File: src/rtl/interrupt_sequencer.sv
// Interrupt entry sequencer: drains the pipe, flushes, commits trap CSRs and
// redirects fetch to the mtvec-selected handler.
module interrupt_sequencer #(
   parameter int unsigned XLEN        = 32,
   parameter int unsigned COUNT_WIDTH = 16
) (
   input  logic                   clk,
   input  logic                   rst,
   input  logic                   irq_valid,
   input  logic [3:0]             irq_code,
   input  logic                   pipe_idle,
   input  logic [XLEN-1:0]        next_pc,
   input  logic [XLEN-1:0]        trap_vector,
   input  logic                   redirect_ready,
   output logic                   hold,
   output logic                   flush,
   output logic                   csr_we,
   output logic [XLEN-1:0]        csr_cause,
   output logic [XLEN-1:0]        csr_epc,
   output logic                   redirect_valid,
   output logic [XLEN-1:0]        redirect_pc,
   output logic                   busy,
   output logic [COUNT_WIDTH-1:0] irq_count
);

   typedef enum logic [2:0] {
      StIdle,
      StDrain,
      StFlush,
      StCommit,
      StRedirect
   } state_e;

   state_e                 state_q, state_d;
   logic [3:0]             code_q;
   logic [XLEN-1:0]        epc_q;
   logic [XLEN-1:0]        redirect_pc_q;
   logic [COUNT_WIDTH-1:0] count_q;
   logic [XLEN-1:0]        base;
   logic [XLEN-1:0]        vec_pc;
   logic                   take;

   // Abort (irq_valid low) wins over entering FLUSH.
   assign take   = (state_q == StDrain) && irq_valid && pipe_idle;
   assign base   = {trap_vector[XLEN-1:2], 2'b00};
   assign vec_pc = base + (XLEN'(code_q) << 2);

   always_comb begin
      state_d = state_q;
      unique case (state_q)
         StIdle:     if (irq_valid) state_d = StDrain;
         StDrain: begin
            if (!irq_valid)     state_d = StIdle;
            else if (pipe_idle) state_d = StFlush;
         end
         StFlush:    state_d = StCommit;
         StCommit:   state_d = StRedirect;
         StRedirect: if (redirect_ready) state_d = StIdle;
         default:    state_d = StIdle;
      endcase
   end

   always_ff @(posedge clk) begin
      if (!rst) begin
         state_q       <= StIdle;
         code_q        <= 4'd0;
         epc_q         <= '0;
         redirect_pc_q <= '0;
         count_q       <= '0;
      end else begin
         state_q <= state_d;
         if (take) begin
            code_q <= irq_code;
            epc_q  <= next_pc;
         end
         if (state_q == StFlush) begin
            redirect_pc_q <= (trap_vector[1:0] == 2'b01) ? vec_pc : base;
         end
         if ((state_q == StRedirect) && redirect_ready) begin
            count_q <= count_q + COUNT_WIDTH'(1);
         end
      end
   end

   always_comb begin
      hold           = (state_q != StIdle);
      busy           = (state_q != StIdle);
      flush          = (state_q == StFlush);
      csr_we         = (state_q == StCommit);
      redirect_valid = (state_q == StRedirect);
   end

   assign csr_cause   = {1'b1, {(XLEN-5){1'b0}}, code_q};
   assign csr_epc     = epc_q;
   assign redirect_pc = redirect_pc_q;
   assign irq_count   = count_q;

endmodule

File: config.mk
export PLATFORM = sky130hd
export DESIGN_NAME = interrupt_sequencer
export DESIGN_NICKNAME = d
export VERILOG_FILES = /design/src/rtl/interrupt_sequencer.sv
export SDC_FILE = /design/constraint.sdc
export NUM_CORES = 1
export LEC_CHECK = 0
export ABC_CLOCK_PERIOD_IN_PS = 4100
export CORE_MARGIN = 2
export CORE_UTILIZATION = 24
export CTS_CLUSTER_SIZE = 28
export DETAILED_ROUTE_END_ITERATION = 16
export DONT_BUFFER_PORTS = 1
export PLACE_DENSITY_LB_ADDON = 0.3
export SLEW_MARGIN = 20
export SYNTH_ARGS = -nofsm -noshare
export SYNTH_HDL_FRONTEND = slang
export SYNTH_SLANG_ARGS = --single-unit
File: constraint.sdc
create_clock -name clk -period 4.1 [get_ports clk]
set_clock_uncertainty 0.1 [all_clocks]
set_input_delay 0.82 -clock clk [delete_from_list [all_inputs] [get_ports clk]]
set_output_delay 0.82 -clock clk [all_outputs]
set_load 0.01 [all_outputs]
==> results.txt <==
----------------------------------------------------
[Outcome]
  Outcome ... complete, no violations

[Drt]
  Residual antenna-violating net count after detailed routing ... 0
  Total detailed-routing wirelength ... 11.19 mm
  Count of unresolved DRC violations after routing ... 0
  Violation count after the first detailed-routing iteration ... 120
  Wire length per cell after detailed routing ... around 16 um
  Vias per std cell ... roughly 4.6
  Initial DRT Pass Iterations ... 6
  Vias ... 3289

[Clocking]
  CTS root buffer ... clkbuf_16
  Worst-Skew Late Latency ... 0.35 ns
  Number of levels the H-tree was split into ... 3
  Clock-pin slew reported for the worst setup and hold paths after clock tree synthesis ... roughly 0.070 ns
  Largest buffer count on any clock path ... 2
  Total clock buffers created by CTS ... 9
  Clock sinks ... 85
  Cts hold-fix bufs ... 0
  CTS resizes ... 0
  Number of post-CTS setup repair buffers ... 0
  Clock tree from TritonCTS ... yes

[Worst setup path]
  Source of the worst register-to-register timing path ... code_q[1]
  Kind of end point of the critical path ... primary output
  Maximum fanout along the worst path ... 26
  Critical Path Start Type ... register
  Setup crit start ... state_q[1]
  Category of the most critical setup path ... register to primary output
  Arrival time reported for the critical path endpoint ... 1.64 ns
  WP data required ... 3.18 ns

[STA]
  Final period utilization ... 0.6244
  Setup violation total in the final timing report ... 0
  Final total negative setup slack ... 0 ns
  Setup repair after global routing missed its margin ... false
  Worst-margin pin slew ... 0.7037 ns
  Final critical-path required period ... 2.560 ns
  Max-slew headroom at the worst pin ... 0.5308
  Max-slew violation total from the final report ... 0
  Worst Setup Slack, final ... 1.540 ns
  Upper clock frequency limit ... 390.6 MHz
  Number of hold-slack violations in the final timing report ... 0

[Die]
  Chip width ... 133.9 um
  DIE HEIGHT ... 133.9 um
  Total I/O pin count ... 190
  Starting density of the core ... 0.2452
  Core Box Area ... 16520 um^2
  Number of cell rows ... 47
  DIE AREA ... 17940 um^2

[Global route]
  Total track usage ... 0.1239
  Remaining global-route overflow ... 0
  Global-route wire length before repair ... around 17 mm
  Number of global-route vias before repair ... 3093
  Pin count of the biggest net entering global routing ... 37
  Number of antenna violations at the first check in global routing ... 0

[Final layout]
  Fill cell instance count of the final layout ... 1784
  Layout cell share with drive strength beyond 1 ... 0.06735
  Total Nets Final ... 565
  Number of diodes added for antenna fixing ... 0
  Count of placed standard cells in the final layout, fillers left out ... 710
  Syn-to-layout area delta ... 9.139%
  Final cell area excluding filler cells ... 4423 um^2

[Synthesis]
  Total of flip-flops plus latches after synthesis ... between 80 and 90
  Number of different library cells in the post-synthesis netlist ... 47
  Most common flop cell mapped by yosys ... dfxtp_1
  Cell types occupying the most area after synthesis ... dfxtp_1 (42%), nand2_1 (8.8%), a21oi_1 (8.0%), buf_4 (5.7%), xnor2_1 (5.4%)
  Most used standard cells in the synthesized netlist ... nand2_1 (95), dfxtp_1 (85), a21oi_1 (65), buf_4 (31), nor2_1 (29)
  Synthesized netlist cell count ... 500
  Library cell with the highest instance count after synthesis ... nand2_1
  Top-area cell type share of the netlist area ... 0.4199
  Area of the mapped netlist ... 4053 um^2
  Proportion of synthesized chip area in sequential cells ... 0.4199
  Number of enable flip-flop cells after synthesis ... 0
  Leading area contributor after synthesis ... dfxtp_1
  Mean post-synth cell area ... 8.105 um^2
  Yosys warnings ... 0
  Fraction of synthesis flops using an asynchronous set or reset pin ... 0

[Min path]
  Hold Path Class ... register to register
  Startpoint of the most critical hold path ... csr_epc[10]

[Power and ir drop]
  Leakage component of the power ... about 1.5 nW
  Power density over cell area ... about 410 nW/um^2
  VDD IR-drop max ... 0.2187 mV

[Run]
  Maxcap violations ... 0

[Placement]
  Worst setup slack before clock tree synthesis ... 1.419 ns
  HPWL after detailed placement ... 8.347 mm
  Placed instance count ... 695
  Buffers added on ports ... 0
  Placed Area ... around 4100 um^2
  Gp weighted congestion ... 0.7789

----------------------------------------------------
-- worst max-delay path, stage by stage (launching register included) --
cell and delay, ns:
dfxtp_1 0.45, nand2b_1 0.11, or2_1 0.35, inv_2 0.37
-- through the flow --
step | util | hold WS (ns) | total power, W
after CTS | 0.2677 | 0.4079 | 0.001834
final | 0.2677 | 0.4038 | 0.001797
after global routing | 0.2677 | 0.4256 | 0.001883
after detailed placement | 0.2496 | 0.3980 | 0.0009848
after global placement | 0.2496 | 0.3935 | 0.0009821
after floorplan | - | 0.3762 | 0.0009874
-- cell families (layout without fill, tap and decap cells) --
family / count (synthesis) / in the layout / synth area share
other: 2 / 30 / 0.001853
xor gates and xnor gates: 32 / 32 / 0.06916
and+or+nand+nor: 197 / 197 / 0.2430
muxes: 1 / 1 / 0.002470
adders and majority gates: 6 / 6 / 0.02038
AOI/OAI and AO/OA: 113 / 113 / 0.1538
buffers and inverters: 64 / 26 / 0.08953
DFF: 85 / 85 / 0.4199
-- flip-flops by register name, indices dropped and copies added (netlist names) --
register,flops
code_q,4
csr_epc,32
irq_count,16
redirect_pc,30
state_q,3
-- cell usage in the layout (no fill, tap or decap), types with 2 or more instances in the layout --
master / instances
inv_2: 2
nor4_1: 5
inv_1: 6
a311oi_1: 6
buf_4: 3
nor4b_1: 3
and3_1: 2
inv_6: 2
and2_1: 3
xnor2_1: 25
ha_1: 5
conb_1: 30
nand4_1: 6
nand2_1: 95
nor4_2: 2
dfxtp_1: 85
nand2b_1: 2
o21ai_0: 28
nor2_1: 28
nor2b_1: 2
a211oi_1: 7
xor2_1: 7
clkbuf_16: 9
nand3_1: 13
o211ai_1: 2
and4_4: 2
or3_1: 10
clkinv_4: 2
nand4_2: 3
a21oi_1: 65
nor3_1: 11
-- power breakdown --
group	internal, W	switching [W]	leakage (nW)	total [W]
registers	0.000845	0.0000244	0.687	0.000869
logic	0.0000307	0.0000651	0.632	0.0000958
clock network	0.000475	0.000357	0.142	0.000833
-- path summary, 6_finish.rpt --
kind                      to  slack, ns  cells after the start
min              csr_epc[10]       0.40                      2
min reg2reg      csr_epc[10]       0.40                      2
max                    flush       1.54                      3
max reg2reg  redirect_pc[11]       1.83                      6
-- per-layer routing --
| layer | part of all wire | GRT usage |
|---|---|---|
| met2 | 0.46 | 0.1932 |
| met4 | 0.016 | 0.04905 |
| met5 | 0 | 0 |
| met3 | 0.12 | 0.06614 |
| met1 | 0.40 | 0.1427 |
-- cell type report --
| class | count | area (um^2) | share of cell area |
|---|---|---|---|
| timing repair buffer | 3 | 22.52 | 0.005092 |
| multi-input combinational | 379 | 2096 | 0.4738 |
| sequential | 85 | 1702 | 0.3847 |
| clock buffer | 9 | 225.2 | 0.05092 |
| tap | 220 | 275.3 | 0.06223 |
| clock inverter | 6 | 72.57 | 0.01641 |
| inverter | 8 | 30.03 | 0.006789 |
(Power assumes the default switching activity.)
